**src/rtl/countdown_ctrl_pkg.sv**
```systemverilog
// Shared types and constants for the countdown timer controller.
package countdown_ctrl_pkg;

  typedef enum logic [1:0] {
    IDLE  = 2'd0,
    RUN   = 2'd1,
    PAUSE = 2'd2,
    ALARM = 2'd3
  } state_t;

  localparam int unsigned      FIELD_W   = 6;
  localparam logic [FIELD_W-1:0] MAX_FIELD = 6'd59;

  // Limit a preset minutes/seconds field to the displayable range.
  function automatic logic [FIELD_W-1:0] clamp_field(input logic [FIELD_W-1:0] v);
    return (v > MAX_FIELD) ? MAX_FIELD : v;
  endfunction

endpackage

```
**src/rtl/countdown_ctrl_tick_gen.sv**
```systemverilog
// Prescaler producing a single-cycle tick enable every DIV clocks.
// The count is held while en is low, so a paused partial second survives.
module tick_gen #(
  parameter int unsigned DIV = 10
) (
  input  logic clk,
  input  logic reset,
  input  logic en,
  input  logic clr,
  output logic tick
);

  localparam int unsigned W    = (DIV > 1) ? $clog2(DIV) : 1;
  localparam logic [W-1:0] LAST = W'(DIV - 1);

  logic [W-1:0] cnt;

  assign tick = en && (cnt == LAST);

  // Prescaler count: clear has priority over advancing; wraps after LAST.
  always_ff @(posedge clk) begin
    if (reset || clr) begin
      cnt <= '0;
    end else if (en) begin
      cnt <= (cnt == LAST) ? '0 : cnt + W'(1);
    end
  end

endmodule

```
**src/rtl/countdown_ctrl.sv**
```systemverilog
// Minutes/seconds countdown controller: load, run, pause/resume, alarm at zero.
// All outputs are registered; tick is the prescaler pulse delayed to line up
// with the count update it caused.
module countdown_ctrl #(
  parameter int unsigned CLK_HZ      = 100_000_000,
  parameter int unsigned TICK_HZ     = 1,
  parameter int unsigned ALARM_TICKS = 5
) (
  input  logic       clk,
  input  logic       reset,
  input  logic       load,
  input  logic       start,
  input  logic       pause,
  input  logic       clear,
  input  logic [5:0] set_min,
  input  logic [5:0] set_sec,
  output logic [5:0] min,
  output logic [5:0] sec,
  output logic       running,
  output logic       paused,
  output logic       alarm,
  output logic       tick
);

  import countdown_ctrl_pkg::*;

  localparam int unsigned DIV = CLK_HZ / TICK_HZ;
  localparam int unsigned AW  = (ALARM_TICKS > 1) ? $clog2(ALARM_TICKS) : 1;
  localparam logic [AW-1:0] ALARM_LAST = AW'(ALARM_TICKS - 1);

  state_t               state, state_nxt;
  logic [FIELD_W-1:0]   min_nxt, sec_nxt;
  logic [FIELD_W-1:0]   dec_min, dec_sec;
  logic [AW-1:0]        acnt, acnt_nxt;
  logic                 tick_int;
  logic                 pre_en;
  logic                 pre_clr;
  logic                 is_zero;

  assign pre_en  = (state == RUN) || (state == ALARM);
  assign is_zero = (min == '0) && (sec == '0);

  tick_gen #(
    .DIV(DIV)
  ) u_tick_gen (
    .clk  (clk),
    .reset(reset),
    .en   (pre_en),
    .clr  (pre_clr),
    .tick (tick_int)
  );

  // One-second decrement with minute borrow; never goes below 00:00.
  always_comb begin
    dec_min = min;
    dec_sec = sec;
    if (sec != '0) begin
      dec_sec = sec - 6'd1;
    end else if (min != '0) begin
      dec_min = min - 6'd1;
      dec_sec = MAX_FIELD;
    end
  end

  // Next-state and count logic; command priority is clear > pause > start > load.
  always_comb begin
    state_nxt = state;
    min_nxt   = min;
    sec_nxt   = sec;
    acnt_nxt  = acnt;
    pre_clr   = 1'b0;
    unique case (state)
      IDLE: begin
        if (clear) begin
          min_nxt = '0;
          sec_nxt = '0;
        end else if (start && !is_zero) begin
          state_nxt = RUN;
          pre_clr   = 1'b1;
        end else if (load) begin
          min_nxt = clamp_field(set_min);
          sec_nxt = clamp_field(set_sec);
        end
      end
      RUN: begin
        if (clear) begin
          state_nxt = IDLE;
          min_nxt   = '0;
          sec_nxt   = '0;
        end else begin
          // A coinciding tick is applied before pause takes effect; reaching
          // zero sends the timer to ALARM even if pause arrives on that edge.
          if (tick_int) begin
            min_nxt = dec_min;
            sec_nxt = dec_sec;
          end
          if (tick_int && (dec_min == '0) && (dec_sec == '0)) begin
            state_nxt = ALARM;
            acnt_nxt  = '0;
            pre_clr   = 1'b1;
          end else if (pause) begin
            state_nxt = PAUSE;
          end
        end
      end
      PAUSE: begin
        if (clear) begin
          state_nxt = IDLE;
          min_nxt   = '0;
          sec_nxt   = '0;
        end else if (!pause && start) begin
          state_nxt = RUN;
        end
      end
      ALARM: begin
        if (clear || start) begin
          state_nxt = IDLE;
          acnt_nxt  = '0;
          min_nxt   = '0;
          sec_nxt   = '0;
        end else if (tick_int) begin
          if (acnt == ALARM_LAST) begin
            state_nxt = IDLE;
            acnt_nxt  = '0;
          end else begin
            acnt_nxt = acnt + AW'(1);
          end
        end
      end
      default: state_nxt = IDLE;
    endcase
  end

  // State, count and registered status outputs.
  always_ff @(posedge clk) begin
    if (reset) begin
      state   <= IDLE;
      min     <= '0;
      sec     <= '0;
      acnt    <= '0;
      running <= 1'b0;
      paused  <= 1'b0;
      alarm   <= 1'b0;
      tick    <= 1'b0;
    end else begin
      state   <= state_nxt;
      min     <= min_nxt;
      sec     <= sec_nxt;
      acnt    <= acnt_nxt;
      running <= (state_nxt == RUN);
      paused  <= (state_nxt == PAUSE);
      alarm   <= (state_nxt == ALARM);
      tick    <= tick_int;
    end
  end

endmodule

```
**config.mk**
```make
export PLATFORM = sky130hd
export DESIGN_NAME = countdown_ctrl
export DESIGN_NICKNAME = d
export VERILOG_FILES = /design/src/rtl/countdown_ctrl_pkg.sv /design/src/rtl/countdown_ctrl_tick_gen.sv /design/src/rtl/countdown_ctrl.sv
export SDC_FILE = /design/constraint.sdc
export NUM_CORES = 1
export LEC_CHECK = 0
export ABC_AREA = 1
export CAP_MARGIN = 15
export CELL_PAD_IN_SITES_DETAIL_PLACEMENT = 0
export CELL_PAD_IN_SITES_GLOBAL_PLACEMENT = 2
export CORE_ASPECT_RATIO = 0.6
export CORE_MARGIN = 3
export CORE_UTILIZATION = 28
export DETAILED_ROUTE_END_ITERATION = 8
export HOLD_SLACK_MARGIN = 0.12
export PLACE_DENSITY_LB_ADDON = 0.12
export SLEW_MARGIN = 10
export SYNTH_ARGS = -nofsm -noshare
export SYNTH_HDL_FRONTEND = slang
export SYNTH_HIERARCHICAL = 1
export SYNTH_SLANG_ARGS = --single-unit
```
**constraint.sdc**
```tcl
create_clock -name clk -period 2.2 [get_ports clk]
set_input_delay 0.33 -clock clk [delete_from_list [all_inputs] [get_ports clk]]
set_output_delay 0.33 -clock clk [all_outputs]
set_load 0.1 [all_outputs]
```
==> summary.txt <==
Min-Delay Path Depth -> 2
Worst path max stage delay -> 0.35 ns
CP Depth -> 13
worst endpoint data arrival time -> 2.35 ns
diode count -> 0
Placed Cells -> 709
Worst-Skew Late Latency -> 0.29 ns
largest net degree at the start of global routing -> 25
worst reg2reg startpoint -> sec[1]$_SDFFE_PP0P_
top-count cell post-synth -> nand2_1
Yosys reg bits -> 48
clk root buf -> clkbuf_16
H-tree Lvls -> 2
max_cap viols -> 0
CP max-delay cell -> dfxtp_4
Die H -> 87.4 um
Peak supply drop -> 0.000357 V
asr flop ratio synth -> 0%
Initial Util -> 29.0%
gp weighted congestion -> 0.828
# clock sinks -> 48
largest cells by area after synthesis -> dfxtp_1 31%, nand2_1 16%, nor2_1 10%
number of buffers and inverters on the critical path -> 3
ratio of final minimum period to clock period -> 98.8%
vias post-DR -> 3334
min cycle time layout -> 2.17 ns
Detailed Place HPWL -> 8260 um
first-pass GRT wire length -> 16300 um
share of cells above drive strength 1 -> 29.0%
synthesized net count -> 508
Die ar. -> 12400 um^2
cell taking the most area after synthesis -> dfxtp_1
syn avg cell area -> 6.39 um^2
Max Slew Vio Count -> 0
IO buf count -> 33
total CTS buffers -> 5
Hold Crit Class -> reg -> reg
initial antenna violation count -> 0
Max Clock Freq -> 460 MHz
DR WL/cell -> 14.7 um
power per cell area -> 650 nW/um^2
sequential share of the synthesized area -> 31.1%
router iterations before antenna repair -> 4
Crit path required time -> 2.38 ns
delay-heaviest family, CP -> simple AND/OR/NAND/NOR gates
final net count -> 610
CTS Buffer Depth -> 2
final setup violation count -> 0
Setup crit start -> sec[1]$_SDFFE_PP0P_
Syn. warnings -> 6
Clock transition at path regs -> 0.07 ns
Final Hold Viols -> 0
Ports -> 34
Clock Skew -> 0.0105 ns
Worst Setup Path Type -> reg -> reg
worst rel slew slack -> 62.9%
Hold Startpoint -> acnt[2]$_SDFFE_PP0P_
worst slew pin tran -> 0.557 ns
Total GRT Usage -> 17.1%
Netlist cell types -> 34
CP endpoint kind -> flop
Vias/cell -> 4.59
Post-synth EDFFs -> 0
leak pwr -> 0.00187 uW
worst path cell trace -> inv_4, ha_4, nand4_1, buf_4, nand2_1, nand3_2, nor2_4, nand4_1, nand2_1, nor2_2, inv_4, o21bai_4, nor2_1
Most used DFF post-synth -> dfxtp_1
Layout Utilization -> 41.7%
Site Rows -> 29
WL final -> 10700 um
core area -> 10700 um^2
TritonCTS clock tree -> yes
Finished Layout Cells -> 726
total power -> 2890 uW
Mapped Area -> 3090 um^2
Yosys top cell area share -> 31.1%
Starting DRT DRC Count -> 185
P&R area growth vs syn -> 43.9%
Post-route DRC -> 0
status -> complete, no violations
startpoint types -> flop
vias in the first global route -> 2961
CP max FO -> 7
final hold slack -> 0.492 ns
die width -> 142 um
gr ovfl total -> 0
Syn Inst Count -> 484
Worst R2R Path Depth -> 13
antenna-violating nets left -> 0
commonest cells in the netlist -> 130 x nand2_1, 85 x nor2_1, 55 x inv_1
RSZ-0062 raised after global routing -> true
==> timing repair <==
| action | 4_1_cts | 5_1_grt |
|---|---|---|
| gates resized for setup | 2 | 30 |
| hold buffers | 0 | 0 |
| setup endpoints to repair | 19 | 37 |
| buffers inserted | 1 | 7 |
| cloned | 1 | 1 |
| pin swaps | 1 | 18 |
==> tightest hold or removal path: stages, from the launching register on <==
cell and delay [ns]:
dfxtp_1 0.33, nand2_1 0.07, a21oi_1 0.05
==> cell type report <==
cell class / count / area, um^2
Fill cell: 1164 / 6220
Multi-Input combinational cell: 371 / 2030
Sequential cell: 48 / 1010
Timing Repair Buffer: 103 / 858
Inverter: 57 / 224
Tap cell: 139 / 174
Clock buffer: 7 / 154
Clock inverter: 1 / 5.00
==> per-layer routing <==
| metal | global-route usage, % | part of all wire (%) |
|---|---|---|
| met1 | 29.4 | 60 |
| met2 | 20.6 | 34 |
| met3 | 3.73 | 5.1 |
| met4 | 2.61 | 0.45 |
| met5 | 0 | 0 |
==> final timing paths <==
path,to,slack [ns]
min,acnt[2]$_SDFFE_PP0P_,0.49
max reg2reg,u_tick_gen/cnt[8]$_SDFFE_PP0P_,0.03
min reg2reg,acnt[2]$_SDFFE_PP0P_,0.49
max,u_tick_gen/cnt[8]$_SDFFE_PP0P_,0.03
==> flip-flops by register name, indices dropped and copies added, names as in the netlist <==
register	cells
running	1
tick	1
u_tick_gen/cnt	27
paused	1
min	6
alarm	1
acnt	3
state	2
sec	6
==> cells by family after synthesis <==
family / share of synthesized area, %
flops: 31.1
fa+ha+maj: 2.43
xor+xnor: 4.25
buf+inv: 8.90
simple gates: 44.7
compound gates: 8.70
==> per-stage QoR <==
stage,area [um^2],setup TNS [ns],setup WS [ns]
after floorplan,3200,-0.229,-0.0229
after global placement,4080,-0.00628,-0.00261
after detailed placement,4080,-0.629,-0.0588
after CTS,4280,0,0.00555
after global routing,4450,-1.95,-0.131
final,4450,0,0.0261
==> power breakdown <==
group          leakage (uW)  internal (uW)  switching [uW]
logic               0.00139            414             678
registers          0.000398            909            41.0
clock network     0.0000790            491             359
==> cells in the final DEF (no fill, tap or decap), types with 11 or more instances in the layout <==
| master | n |
|---|---|
| inv_1 | 50 |
| dfxtp_1 | 34 |
| buf_4 | 83 |
| nand4_1 | 13 |
| nand2_1 | 126 |
| a21oi_1 | 11 |
| dfxtp_4 | 12 |
| o21ai_0 | 14 |
| nand3_1 | 29 |
| a31oi_1 | 11 |
| nor2_1 | 78 |
| clkdlybuf4s50_1 | 17 |
(Power assumes the default switching activity.)
